===== src/rtl/instruction_fetch_queue.sv =====
// Fetch stage: owns the fetch PC and issues one-at-a-time word requests to instruction memory.
// Returned words go into a small prefetch FIFO for decode; taken branches flush it and redirect fetch.
module instruction_fetch_queue #(
  parameter int unsigned DEPTH    = 4,
  parameter logic [31:0] RESET_PC = 32'h0000_0000
) (
  input  logic        clk,
  input  logic        reset,
  output logic        imem_req,
  output logic [31:0] imem_addr,
  input  logic        imem_ack,
  input  logic [31:0] imem_data,
  output logic [31:0] instr_out,
  output logic [31:0] pc_out,
  output logic [31:0] pc_read,
  output logic        instr_valid,
  input  logic        instr_ready,
  input  logic        branch_taken,
  input  logic [31:0] branch_target
);

  localparam int unsigned PTR_W = $clog2(DEPTH);
  localparam int unsigned CNT_W = PTR_W + 1;
  localparam logic [CNT_W-1:0] FULL = CNT_W'(DEPTH);

  typedef struct packed {
    logic [31:0] instr;
    logic [31:0] addr;
  } entry_t;

  typedef enum logic [1:0] {
    IDLE = 2'd0,
    REQ  = 2'd1,
    DROP = 2'd2
  } state_t;

  entry_t           entries [DEPTH];
  logic [PTR_W-1:0] rd_ptr;
  logic [PTR_W-1:0] wr_ptr;
  logic [CNT_W-1:0] count;
  logic [CNT_W-1:0] count_next;
  logic [31:0]      fetch_pc;
  logic [31:0]      fetch_pc_next;
  logic [31:0]      target;
  logic [31:0]      addr_next;
  logic             req_next;
  logic             push;
  logic             pop;
  logic [1:0]       unused_target_bits;
  state_t           state;
  state_t           state_next;

  assign target             = {branch_target[31:2], 2'b00};
  assign unused_target_bits = branch_target[1:0];

  // A flush voids both the acked word and any pop in the same cycle.
  assign push        = (state == REQ) && imem_ack && !branch_taken;
  assign pop         = instr_valid && instr_ready && !branch_taken;
  assign instr_valid = (count != '0);
  assign instr_out   = entries[rd_ptr].instr;
  assign pc_out      = entries[rd_ptr].addr;
  assign pc_read     = pc_out + 32'd8;

  always_comb begin
    count_next = count + CNT_W'(push) - CNT_W'(pop);
    if (branch_taken) count_next = '0;
  end

  // In DROP the fetch PC doubles as the stored redirect target.
  always_comb begin
    fetch_pc_next = fetch_pc;
    if (branch_taken)  fetch_pc_next = target;
    else if (push)     fetch_pc_next = fetch_pc + 32'd4;
  end

  always_ff @(posedge clk or posedge reset) begin
    if (reset) state <= IDLE;
    else       state <= state_next;
  end

  always_comb begin
    state_next = state;
    case (state)
      IDLE: begin
        if (branch_taken || (count_next < FULL)) state_next = REQ;
      end
      REQ: begin
        if (imem_ack) begin
          if (!branch_taken && (count_next >= FULL)) state_next = IDLE;
        end else if (branch_taken) begin
          state_next = DROP;
        end
      end
      DROP: begin
        if (imem_ack) state_next = REQ;
      end
      default: state_next = IDLE;
    endcase
  end

  // A request already on the bus keeps its address until it is acked.
  always_comb begin
    req_next  = (state_next != IDLE);
    addr_next = (state_next == DROP) ? imem_addr : fetch_pc_next;
  end

  always_ff @(posedge clk or posedge reset) begin
    if (reset) begin
      imem_req  <= 1'b0;
      imem_addr <= RESET_PC;
      fetch_pc  <= RESET_PC;
    end else begin
      imem_req  <= req_next;
      imem_addr <= addr_next;
      fetch_pc  <= fetch_pc_next;
    end
  end

  always_ff @(posedge clk or posedge reset) begin
    if (reset) begin
      rd_ptr <= '0;
      wr_ptr <= '0;
      count  <= '0;
      for (int unsigned i = 0; i < DEPTH; i++) entries[i] <= '0;
    end else begin
      count <= count_next;
      if (branch_taken) begin
        rd_ptr <= '0;
        wr_ptr <= '0;
      end else begin
        if (push) begin
          entries[wr_ptr] <= {imem_data, imem_addr};
          wr_ptr          <= wr_ptr + PTR_W'(1);
        end
        if (pop) rd_ptr <= rd_ptr + PTR_W'(1);
      end
    end
  end

endmodule


===== config.mk =====
export PLATFORM = sky130hd
export DESIGN_NAME = instruction_fetch_queue
export DESIGN_NICKNAME = d
export VERILOG_FILES = /design/src/rtl/instruction_fetch_queue.sv
export SDC_FILE = /design/constraint.sdc
export NUM_CORES = 1
export LEC_CHECK = 0
export CORE_ASPECT_RATIO = 2
export CORE_MARGIN = 5
export CORE_UTILIZATION = 45
export CTS_BUF_LIST = sky130_fd_sc_hd__clkbuf_16
export DETAILED_ROUTE_END_ITERATION = 7
export PLACE_DENSITY = 0.73
export SLEW_MARGIN = 15
export SYNTH_ARGS = -nofsm -noshare
export SYNTH_HDL_FRONTEND = slang
export SYNTH_SLANG_ARGS = --single-unit

===== constraint.sdc =====
create_clock -name clk -period 14.6 [get_ports clk]
set_input_delay 2.92 -clock clk [delete_from_list [all_inputs] [get_ports clk]]
set_output_delay 2.92 -clock clk [all_outputs]
set_load 0.005 [all_outputs]

==> out/qor.txt, run 1 <==
DR DRC count - 0
CTS root buf - clkbuf_16
Synth Instances - 1060
Yosys cell types - 49
TritonCTS Sinks - 330
WP data arrival - 4.10 ns
setup_tns - 0 ns
crit path kind - reg -> out
pwr dens - 191 nW/µm²
vias in the first global route - 10400
CTS Hold Bufs - 0
combinational fraction of design power - 0.379
status - finished, final reports clean
htree depth - 1
core box area - 33500 µm²
I/O Buffers - 196
Setup Fix Bufs, Post-CTS - 0
gpl congestion - 0.787
clk_lat worst skew - 0.56 ns
Critical Path RT - 11.68 ns
main area contributors after synthesis - dfrtp_1 54%, mux2_2 20%, mux4_2 9.5%
Routed WL - 36400 µm
met3 WL - 1300 µm
area leader, netlist - dfrtp_1
sequential share of power - 0.399
Final Cycle Share - 0.481
final worst path period need - 7.02 ns
Slew Limit Fails - 0
share of the synthesized area in the top cell type - 0.544
#FFs+latches synth - 330
Vias - 9395
Final Cell Area - 18500 µm²
Achievable Freq - 143 MHz
GRT Total Usage - 0.195
clock skew - 0.0148 ns
Internal Pwr Total - 2510 µW
CTS tree - yes
setup repair after global routing missed its margin - false
MaxCap Viol Count - 0
FF-to-FF setup slack - 11.74 ns
register area share after synthesis - 0.544
Lkg Pwr - 0.00807 µW
Sw Pwr - 1030 µW
EDFF count, synth - 0
via/cell ratio - 5.54
endpoints failing setup - 0
final hold viol count - 0
wire per inst - 21.4 µm
DP Area - 17500 µm²
first-pass GRT wire length - 58600 µm
Cell Area, Synth - 15200 µm²
Die Width - 140 µm
Final ANT Viol Nets - 0
DP Worst Slack - 7.92 ns
Avg Inst Size Synth - 14.3 µm²
fin nets - 1314
initial antenna violation count - 1
Ys Warns - 0
hold crit path type - reg -> reg
PostCTS Resize Cnt - 0
clock buffer depth - 3
Peak VDD IR - 0.123 mV
share of cells above drive strength 1 - 0.324
total gr overflow - 0
clock share of power - 0.221
Slew headroom - 0.308
Sw Ratio - 0.290
I/O pin count - 199
Synth Flop Type - dfrtp_1
Final WS setup - 7.58 ns
crit-path max FO - 40
worst slew pin tran - 1.04 ns
Detailed Route Iter0 Violations - 401
DIE HEIGHT - 270 µm
Num CTS Buffers - 30
cell row count - 95
total nets after synthesis - 1138
Worst-path clk slew - 0.06 ns
Crit. End Element - output pin
largest net degree at the start of global routing - 194
met2 routed WL - 19800 µm
Top Metal Used - met4
first-pass iteration count of the detailed router - 4
Die Area - 37700 µm²
dpl hpwl - 24300 µm
FFs w/ async S/R, synth - 1.00
Final Power - 3540 µW
Starting Density - 0.453
synthesis-to-layout area growth - 21.7%
Critical Path Start Type - register
WL met1 - 13700 µm
-- synthesized netlist by cell type, types with 2 or more instances --
master	number
o31ai_1	6
or3_1	7
dfrtp_1	330
nor2b_1	3
a221oi_1	4
nand2_1	47
mux2_2	272
o21a_1	5
mux4_2	64
nand4_4	2
nor4_1	4
nand3_1	15
and4_1	7
clkbuf_1	15
a31oi_1	6
a31o_2	3
and2_1	6
buf_2	33
nor2_1	44
xor2_1	28
o21ai_0	22
buf_4	8
mux2i_1	4
nor3_1	11
nor3b_1	2
nor4_2	8
inv_1	21
nand4_1	17
ha_1	8
buf_1	3
a21oi_1	12
xnor2_1	19
and3_1	7
buf_6	2
-- routing by layer --
layer,up-vias,GRT usage
met5,-,0
met4,0,0.0860
met3,63,0.0234
met2,195,0.360
met1,4907,0.225
li1,4230,-
-- layout by cell type, fill, tap and decap left out, drive strengths merged, types with 9 or more instances in the layout --
cell type and n:
nand3 15, xnor2 19, nand4 20, mux4 64, mux2 272, inv 32
clkbuf 31, o21ai 22, nand2 47, buf 9, xor2 28, clkdlybuf4s50 196
nor3 12, nor2 44, a21oi 12, nor4 12, dfrtp 330
-- final timing paths --
| check | end | cells after the start | startpoint |
|---|---|---|---|
| worst max-delay path | pc_read[31] | 7 | rd_ptr[0] |
| worst min-delay path | entries[129] | 1 | entries[129] |
| worst max register to register | imem_req | 12 | state[1] |
| worst min register to register | entries[129] | 1 | entries[129] |
| max in group asynchronous | fetch_pc[17] | 3 | reset |
| min in group asynchronous | entries[247] | 2 | reset |
-- worst max-delay path: stages, from the launching register on --
cell and delay (ns):
dfrtp_4 0.93, buf_4 0.62, mux4_2 0.40, and4_1 0.24, nand3_1 0.10, nor4_2 0.51
xor2_1 0.20, clkdlybuf4s50_1 0.52
-- power by group through the flow --
stage | registers (µW) | logic, µW | clock network, µW
after detailed placement | 1440 | 1370 | 0
after global routing | 1450 | 1450 | 843
after CTS | 1420 | 1370 | 809
after global placement | 1410 | 1340 | 0
final | 1410 | 1340 | 783
after floorplan | 1340 | 782 | 0
-- state kept, by name (all words and copies together), names as in the netlist --
signal / flops
count: 3
state: 2
imem_addr: 32
wr_ptr: 2
entries: 256
fetch_pc: 32
rd_ptr: 2
imem_req: 1
-- metrics by stage --
| stage | hold WS (ns) | cells | util |
|---|---|---|---|
| finish | 0.499 | 1695 | 0.551 |
| global route | 0.507 | 1695 | 0.551 |
| CTS | 0.502 | 1694 | 0.551 |
| detailed placement | 0.487 | 1640 | 0.522 |
| global placement | 0.481 | 1640 | 0.522 |
| floorplan | 0.469 | 1060 | - |
-- cell type report --
class                   instances  area, µm²
clock buffers                  31        776
diodes                          1       2.50
well taps                     436        546
inverters                      22       90.1
fillers                      2819      15000
clock inverters                23        198
repair buffers                205       2040
multi-input cells             647       6550
flip-flops and latches        330       8270
-- kinds of logic (layout without fill, tap and decap cells) --
| logic type | count (synthesis) | count (layout) | share of synthesized area |
|---|---|---|---|
| multiplexers | 340 | 340 | 0.299 |
| adder cells (fa/ha/maj) | 9 | 9 | 0.00791 |
| buffers and inverters | 83 | 281 | 0.0262 |
| AND/OR/NAND/NOR | 189 | 189 | 0.0691 |
| other | 0 | 1 | 0 |
| flip-flops | 330 | 330 | 0.544 |
| AO/OA/AOI/OAI | 61 | 61 | 0.0247 |
| XOR/XNOR | 48 | 48 | 0.0286 |
No activity file was read; power rests on OpenSTA's default activity.
==> run 2, diff against run 1 <==
--- a/config.mk
+++ b/config.mk
@@ -10,7 +10,7 @@
 export CORE_UTILIZATION = 45
 export CTS_BUF_LIST = sky130_fd_sc_hd__clkbuf_16
 export DETAILED_ROUTE_END_ITERATION = 7
-export PLACE_DENSITY = 0.73
+export PLACE_DENSITY = 0.76
 export SLEW_MARGIN = 15
 export SYNTH_ARGS = -nofsm -noshare
 export SYNTH_HDL_FRONTEND = slang
==> constraint.sdc (replaced) <==
create_clock -name clk -period 5.65 [get_ports clk]
set_input_delay 1.13 -clock clk [delete_from_list [all_inputs] [get_ports clk]]
set_output_delay 1.13 -clock clk [all_outputs]
set_load 0.005 [all_outputs]
==> run 2 against run 1 <==
Compared with the run above: via count is 0.28% higher; first-iteration DRC count is 6.7% higher; clock power grew to 2.7 times the previous value; worst hold slack worse by 0.0019 ns; critical path depth stayed put; critical path type unchanged; largest cell class unchanged; largest power group unchanged.
==> out/qor.txt, run 2 (synthesis gave the netlist of run 1 again) <==
Largest Register - entries
Sw Pwr - 2700 µW
fin nets - 1322
final worst path period need - 5.07 ns
sequential share of power - 0.392
DIE HEIGHT - 270 µm
Starting Density - 0.453
gpl congestion - 0.811
crit-path max FO - 18
clk_lat worst skew - 0.56 ns
endpoints failing setup - 0
CP bufs+invs - 2
Peak VDD IR - 0.269 mV
vias in the first global route - 10400
placed insts - 1648
Worst path max stage delay - 0.66 ns
WP data arrival - 3.94 ns
Internal Pwr Total - 6560 µW
Slew Limit Fails - 0
Final Cell Area - 18600 µm²
final hold viol count - 0
largest net degree at the start of global routing - 180
CP Cell Sequence - buf_4 -> mux4_2 -> and4_1 -> nand4_1 -> nor4_1 -> xor2_1 -> clkdlybuf4s50_1
hold crit path type - reg -> reg
GRT Total Usage - 0.197
via/cell ratio - 5.54
first-pass GRT wire length - 59000 µm
CP top delay family - simple AND/OR/NAND/NOR gates
PostCTS Resize Cnt - 0
TritonCTS Sinks - 330
combinational fraction of design power - 0.382
worst slew pin tran - 1.09 ns
Largest regs - entries: 256 flops, fetch_pc: 32 flops, imem_addr: 32 flops
Detailed Route Iter0 Violations - 428
Setup Fix Bufs, Post-CTS - 0
Die Width - 140 µm
n_diodes - 0
first-pass iteration count of the detailed router - 4
Critical Path RT - 4.52 ns
Crit. End Element - output pin
share of cells above drive strength 1 - 0.335
clock share of power - 0.227
setup repair after global routing missed its margin - false
DP Area - 17600 µm²
Worst-path clk slew - 0.07 ns
synthesis-to-layout area growth - 22.4%
max reg flops - 256
Slew headroom - 0.274
Lkg Pwr - 0.00811 µW
Die Area - 37700 µm²
I/O Buffers - 196
Sw Ratio - 0.292
Final ANT Viol Nets - 0
Routed WL - 36600 µm
CTS tree - yes
crit path kind - reg -> out
# fillers - 2821
clock buffer depth - 3
slowest cell on the critical path - dfrtp_4
most frequent cells in the layout - 328 x dfrtp_1, 272 x mux2_2, 196 x clkdlybuf4s50_1
cell row count - 95
total gr overflow - 0
initial antenna violation count - 1
Final Cycle Share - 0.897
setup_tns - 0 ns
DR DRC count - 0
dpl hpwl - 25100 µm
commonest non-fill, non-tap cell in the layout - dfrtp_1
Final WS setup - 0.582 ns
status - finished, final reports clean
MaxCap Viol Count - 0
Finished Layout Cells - 1702
clock skew - 0.00904 ns
Achievable Freq - 197 MHz
CTS Hold Bufs - 0
Critical Path Start Type - register
Vias - 9421
pwr dens - 498 nW/µm²
Num CTS Buffers - 30
core box area - 33500 µm²
DP Worst Slack - 1.11 ns
CTS root buf - clkbuf_16
wire per inst - 21.5 µm
I/O pin count - 199
htree depth - 1
==> run 2: path summary, 6_finish.rpt <==
path	cells after the start	to	from	slack, ns
max in group asynchronous	3	imem_addr[16]	reset	3.14
max reg2reg	12	imem_req	state[1]	2.80
max	7	pc_read[24]	rd_ptr[1]	0.58
min reg2reg	1	entries[39]	entries[39]	0.50
min	1	entries[39]	entries[39]	0.50
min in group asynchronous	2	entries[64]	reset	1.08
==> run 2: layout make-up <==
type / instances / area (µm²) / area share
Inverter: 22 / 86.3 / 0.00465
Tap cell: 436 / 546 / 0.0294
Clock inverter: 23 / 244 / 0.0131
Timing Repair Buffer: 213 / 2100 / 0.113
Sequential cell: 330 / 8270 / 0.445
Clock buffer: 31 / 776 / 0.0418
Multi-Input combinational cell: 647 / 6550 / 0.353
==> run 2: stage by stage <==
stage,hold slack [ns],utilization,total power [µW]
after floorplan,0.469,-,5480
after global placement,0.481,0.524,7120
after detailed placement,0.487,0.524,7260
after CTS,0.502,0.554,9400
after global routing,0.515,0.554,9780
final,0.497,0.554,9260
==> run 2: per-layer routing <==
metal | share of wire | GRT usage
met5 | 0.00035 | 0
met4 | 0.050 | 0.0893
met3 | 0.035 | 0.0255
met2 | 0.55 | 0.369
met1 | 0.36 | 0.218
==> run 2: power groups by stage <==
stage               Combinational [µW]  Sequential [µW]  Clock [µW]
floorplan                         2020             3460           0
global placement                  3510             3620           0
detailed placement                3590             3680           0
CTS                               3600             3640        2160
global route                      3800             3720        2250
finish                            3530             3620        2100
==> variant 1, RTL diff (config.mk and constraints of run 2) <==
Encoding of `state_t`: now one-hot (3 bits for 3 states).
--- a/src/rtl/instruction_fetch_queue.sv
+++ b/src/rtl/instruction_fetch_queue.sv
@@ -29,8 +29,8 @@
   } entry_t;
 
-  typedef enum logic [1:0] {
-    IDLE = 2'd0,
-    REQ  = 2'd1,
-    DROP = 2'd2
+  typedef enum logic [2:0] {
+    IDLE = 3'b001,
+    REQ  = 3'b010,
+    DROP = 3'b100
   } state_t;
 
Function: no difference found for any inputs over 4 cycles, from zero or initial values and one cycle with reset high; so few cycles prove little.
==> variant 1 against run 2 <==
  * Routed wire length is 0.83% higher
  * Combinational power is 15% lower
  * Area after synthesis hardly changed
  * Cell area is 0.13% higher
  * Synthesized cell count is 0.75% higher
  * Non-clock buffer count stayed put
  * Setup slack better by 0.064 ns
  * Clock skew is 0.0040 ns higher
  * Sequential cell count is 1 higher
  * Total power is 11% lower
  * Via count is 1.7% higher
  * Sequential share of layout area is 0.081 points higher
  * Largest cell class unchanged
  * Largest power group unchanged
  * Highest routed layer unchanged
==> variant 1: results (changes against run 2) <==
metric,value,unit,change
vias in the first global route,10550,,+1.5%
Slew HR,22.95,%,-4.4 points
Worst Clk Skew,0.01303,ns,+0.003988 ns
"Distinct cells, synth",46,,-6.1%
CP max stage cell,dfrtp_4,,
crit-path max FO,17,,-1
GR Util All Layers,19.65,%,-0.025 points
synth top area cells,"dfrtp_1 54%, mux2_2 21%, mux4_2 9.5%",,
initial antenna violation count,4,,+3
layout cell share with drive strength beyond 1,32.97,%,-0.52 points
Worst-Skew Late Latency,0.56,ns,about the same
biggest regs,"entries x256, fetch_pc x32, imem_addr x32",,
Clock Tree Buf Depth,3,,unchanged
min-delay worst type,flop to flop,,
cts bufs inserted,30,,unchanged
YS warnings,0,,unchanged
Mapped Nets,1146,,+0.70%
largest net degree at the start of global routing,156,,-13%
sequential share of the synthesized area,54.57,%,+0.16 points
DP HPWL,24830,um,-0.90%
outcome,"complete, no violations",,
leakage power,8.345,nW,+2.9%
drt pass-1 iters,4,,unchanged
initial DRC count,336,,-21%
clk root buf,clkbuf_16,,
Final nets,1328,,+0.45%
Critical Path AT,3.87,ns,-0.07 ns
VDD IR-drop max,0.3336,mV,+24%
CP max stage delay,0.63,ns,-0.03 ns
synth cell count leaders,"330 x dfrtp_1, 278 x mux2_2, 64 x mux4_2",,
prevailing post-synth register cell,dfrtp_1,,
RePlAce Congestion,0.7995,,-1.4%
first-pass GRT wire length,59350,um,+0.63%
Vias/cell,5.589,,+0.97%
CTS HTree Levels,1,,unchanged
Routed WL,36940,um,+0.83%
Fillers,2771,,-1.8%
variant 1: cell count changes after synthesis, sizes merged, moves of 5 or more:
cell    change
nor2       -17
o21a        -5
nor4        -8
mux2        +6
or4        +12
nand3       +9
nor3        +6
clkbuf     +25
a31oi       +8
nand4       -7
buf        -23
variant 1: metal layers:
layer,vias up,GRT usage [%],share of wire [%]
li1,4289,-,-
met1,5037,21.19,36
met2,181,37.25,57
met3,70,3.333,3.9
met4,2,8.270,3.9
met5,-,0,0.035
variant 1: cell families (layout without fill, tap and decap cells):
family,count (synthesis),after routing,share of synthesized area [%]
adders and majority gates,9,9,0.7913
buffers and inverters,89,295,2.530
other,0,4,0
and+or+nand+nor,183,183,6.412
AOI/OAI and AO/OA,63,63,2.489
xor gates and xnor gates,44,44,2.629
DFF,331,331,54.57
muxes,349,349,30.58
variant 1: path summary, 6_finish.rpt:
| path | startpoint | slack, ns | cells past startpoint | end |
|---|---|---|---|---|
| setup / recovery | rd_ptr[1] | 0.65 | 7 | pc_read[29] |
| hold / removal | entries[118] | 0.50 | 1 | entries[118] |
| setup reg to reg | state[2] | 2.57 | 13 | state[0] |
| hold reg to reg | entries[118] | 0.50 | 1 | entries[118] |
| max in group asynchronous | reset | 3.50 | 3 | rd_ptr[1] |
| min in group asynchronous | reset | 0.96 | 2 | entries[81] |
variant 1: worst register-to-register path, cell delays in order, from the launching register on:
cell,delay [ns]
dfrtp_1,0.43
nand4bb_1,0.45
nor2_1,0.20
buf_4,0.21
inv_1,0.06
ha_1,0.28
inv_1,0.08
ha_1,0.15
inv_1,0.05
fa_1,0.37
xnor3_1,0.26
nor3_1,0.06
o32ai_1,0.36
inv_1,0.07
variant 1: metrics by stage:
stage / utilization [%] / worst slack (ns) / hold slack (ns) / cells / area [um^2]
6_report: 55.48 / 0.6461 / 0.4998 / 1714 / 18600
2_1_floorplan: - / 0.1002 / 0.4690 / 1068 / 15180
3_5_place_dp: 52.48 / 1.189 / 0.4874 / 1654 / 17590
3_3_place_gp: 52.48 / 1.227 / 0.4811 / 1654 / 17590
4_1_cts: 55.43 / 0.5750 / 0.5024 / 1710 / 18580
5_1_grt: 55.46 / 0.4705 / 0.5143 / 1712 / 18590
variant 1: cell type report:
cell class,instances,area share (%)
diodes,4,0.05382
repair buffers,213,11.34
well taps,436,2.933
clock buffers,31,4.171
clock inverters,25,1.151
flip-flops and latches,331,44.59
inverters,26,0.5450
multi-input cells,648,35.21
variant 1: power breakdown:
part	switching [mW]	internal [mW]	total [mW]	leakage, nW
Sequential	0.310	2.85	3.16	4.33
Clock	0.907	1.14	2.05	0.491
Combinational	1.17	1.84	3.01	3.52
==> variant 2, RTL diff (settings of run 2) <==
Made on the original files. `DEPTH`: 4 -> 8.
--- a/src/rtl/instruction_fetch_queue.sv
+++ b/src/rtl/instruction_fetch_queue.sv
@@ -2,5 +2,5 @@
 // Returned words go into a small prefetch FIFO for decode; taken branches flush it and redirect fetch.
 module instruction_fetch_queue #(
-  parameter int unsigned DEPTH    = 4,
+  parameter int unsigned DEPTH    = 8,
   parameter logic [31:0] RESET_PC = 32'h0000_0000
 ) (
Check against the original RTL: not settled (the Yosys comparison gave no result); the edit may change what the design does.
==> variant 2 against run 2 <==
  * Global-route usage increased by 1.1 points
  * Critical endpoint is now pc_read[28]
  * Cell area up 71%
  * Sequential share of layout area grew 1.9 points
  * Routed wire length is 84% higher
  * Setup slack lost 0.35 ns
  * Sequential cell count is 259 higher
  * Via count increased by 70%
  * Area after synthesis increased by 79%
  * Register-to-register slack got worse by 0.15 ns
  * Total power rose by 51%
  * Non-clock buffer count up 37
  * Critical path depth grew 1
  * Maximum frequency fell by 6.5%
==> variant 2: results (changes against run 2) <==
metric,value,unit,change
outcome,"complete, no violations",,
drt pass-1 iters,5,,+1
CP max stage cell,or4_1,,
first-pass GRT wire length,106400,um,+80%
DP Worst Slack,0.7536,ns,-0.3554 ns
Metal-1 WL,26010,um,+96%
Post-Place Cells,2716,,+65%
CP max stage delay,0.90,ns,+0.24 ns
cts bufs inserted,53,,+77%
Critical Path AT,4.29,ns,+0.35 ns
layout cell share with drive strength beyond 1,41.39,%,+7.9 points
multi-input combinational cell area,11770,um^2,+80%
vias in the first global route,18200,,+75%
Mapped Nets,1887,,+66%
Worst Clk Skew,0.01658,ns,+0.007538 ns
VDD IR-drop max,0.3119,mV,+16%
sequential share of the synthesized area,54.29,%,-0.11 points
synthesized-area fraction occupied by adder cells,0.4885,%,-0.30 points
RePlAce Congestion,0.7925,,-2.2%
grt met3 use,3.653,%,+1.1 points
wire length on met3,3384,um,+160%
DP HPWL,43840,um,+75%
met1 Use GR,25.21,%,+3.4 points
largest net degree at the start of global routing,161,,-11%
Fillers,4942,,+75%
met2 Use GR,36.65,%,-0.26 points
CTS HTree Levels,2,,+1
crit-path max FO,31,,+13
Slew HR,24.13,%,-3.3 points
via count,16050,,+70%
synthesized instance count,1808,,+71%
leakage power,14.32,nW,+77%
wire per inst,23.97,um,+11%
synth top area cells,"dfrtp_1 54%, mux2_2 24%, mux4_2 9.6%",,
initial DRC count,926,,+120%
biggest regs,"entries x512, fetch_pc x32, imem_addr x32",,
Placed Area,30030,um^2,+71%
metal2 WL,35410,um,+75%
==> variant 2: changes by cell type in the layout (fill, tap and decap cells not counted), moves of 13 or more <==
cell / before / now
mux2_2: 272 / 573
nor4_1: 4 / 17
clkbuf_16: 31 / 53
mux2i_1: 4 / 20
xnor2_1: 19 / 41
mux4_2: 64 / 116
nand2_1: 43 / 62
nor2b_1: 3 / 21
buf_4: 16 / 46
dfrtp_1: 328 / 586
==> variant 2: what timing repair did <==
action | CTS | global route
endpoints found under the setup margin | 0 | 11
resized for setup | 0 | 1
buffers inserted | 0 | 1
==> variant 2: worst min-delay path, stage by stage, from the launching register on <==
cell	delay (ns)
dfrtp_1	0.34
nand2_1	0.04
o21ai_0	0.06
==> variant 2: path summary, 6_finish.rpt <==
kind                                      to  depth (start not counted)        start  slack (ns)
min in group asynchronous       entries[378]                          2        reset        0.98
worst max-delay path             pc_read[28]                          8    rd_ptr[1]        0.23
worst min-delay path             entries[24]                          2  entries[24]        0.48
worst min register to register   entries[24]                          2  entries[24]        0.48
max in group asynchronous       entries[233]                          4        reset        3.38
worst max register to register   entries[39]                          6     state[1]        2.65
==> variant 2: power groups by stage <==
stage | combinational, mW | clock, mW | sequential [mW]
CTS | 4.85 | 3.75 | 5.60
detailed placement | 4.82 | 0 | 5.68
global placement | 4.72 | 0 | 5.59
global route | 5.16 | 3.90 | 5.71
finish | 4.76 | 3.64 | 5.60
floorplan | 2.85 | 0 | 5.41
==> variant 2: area by class of cell <==
type,count,area share (%)
Sequential cell,589,46.40
Multi-Input combinational cell,1076,37.03
Timing Repair Buffer,250,7.718
Clock buffer,53,4.172
Tap cell,774,3.046
Clock inverter,43,1.259
Inverter,28,0.3424
Antenna cell,4,0.03149
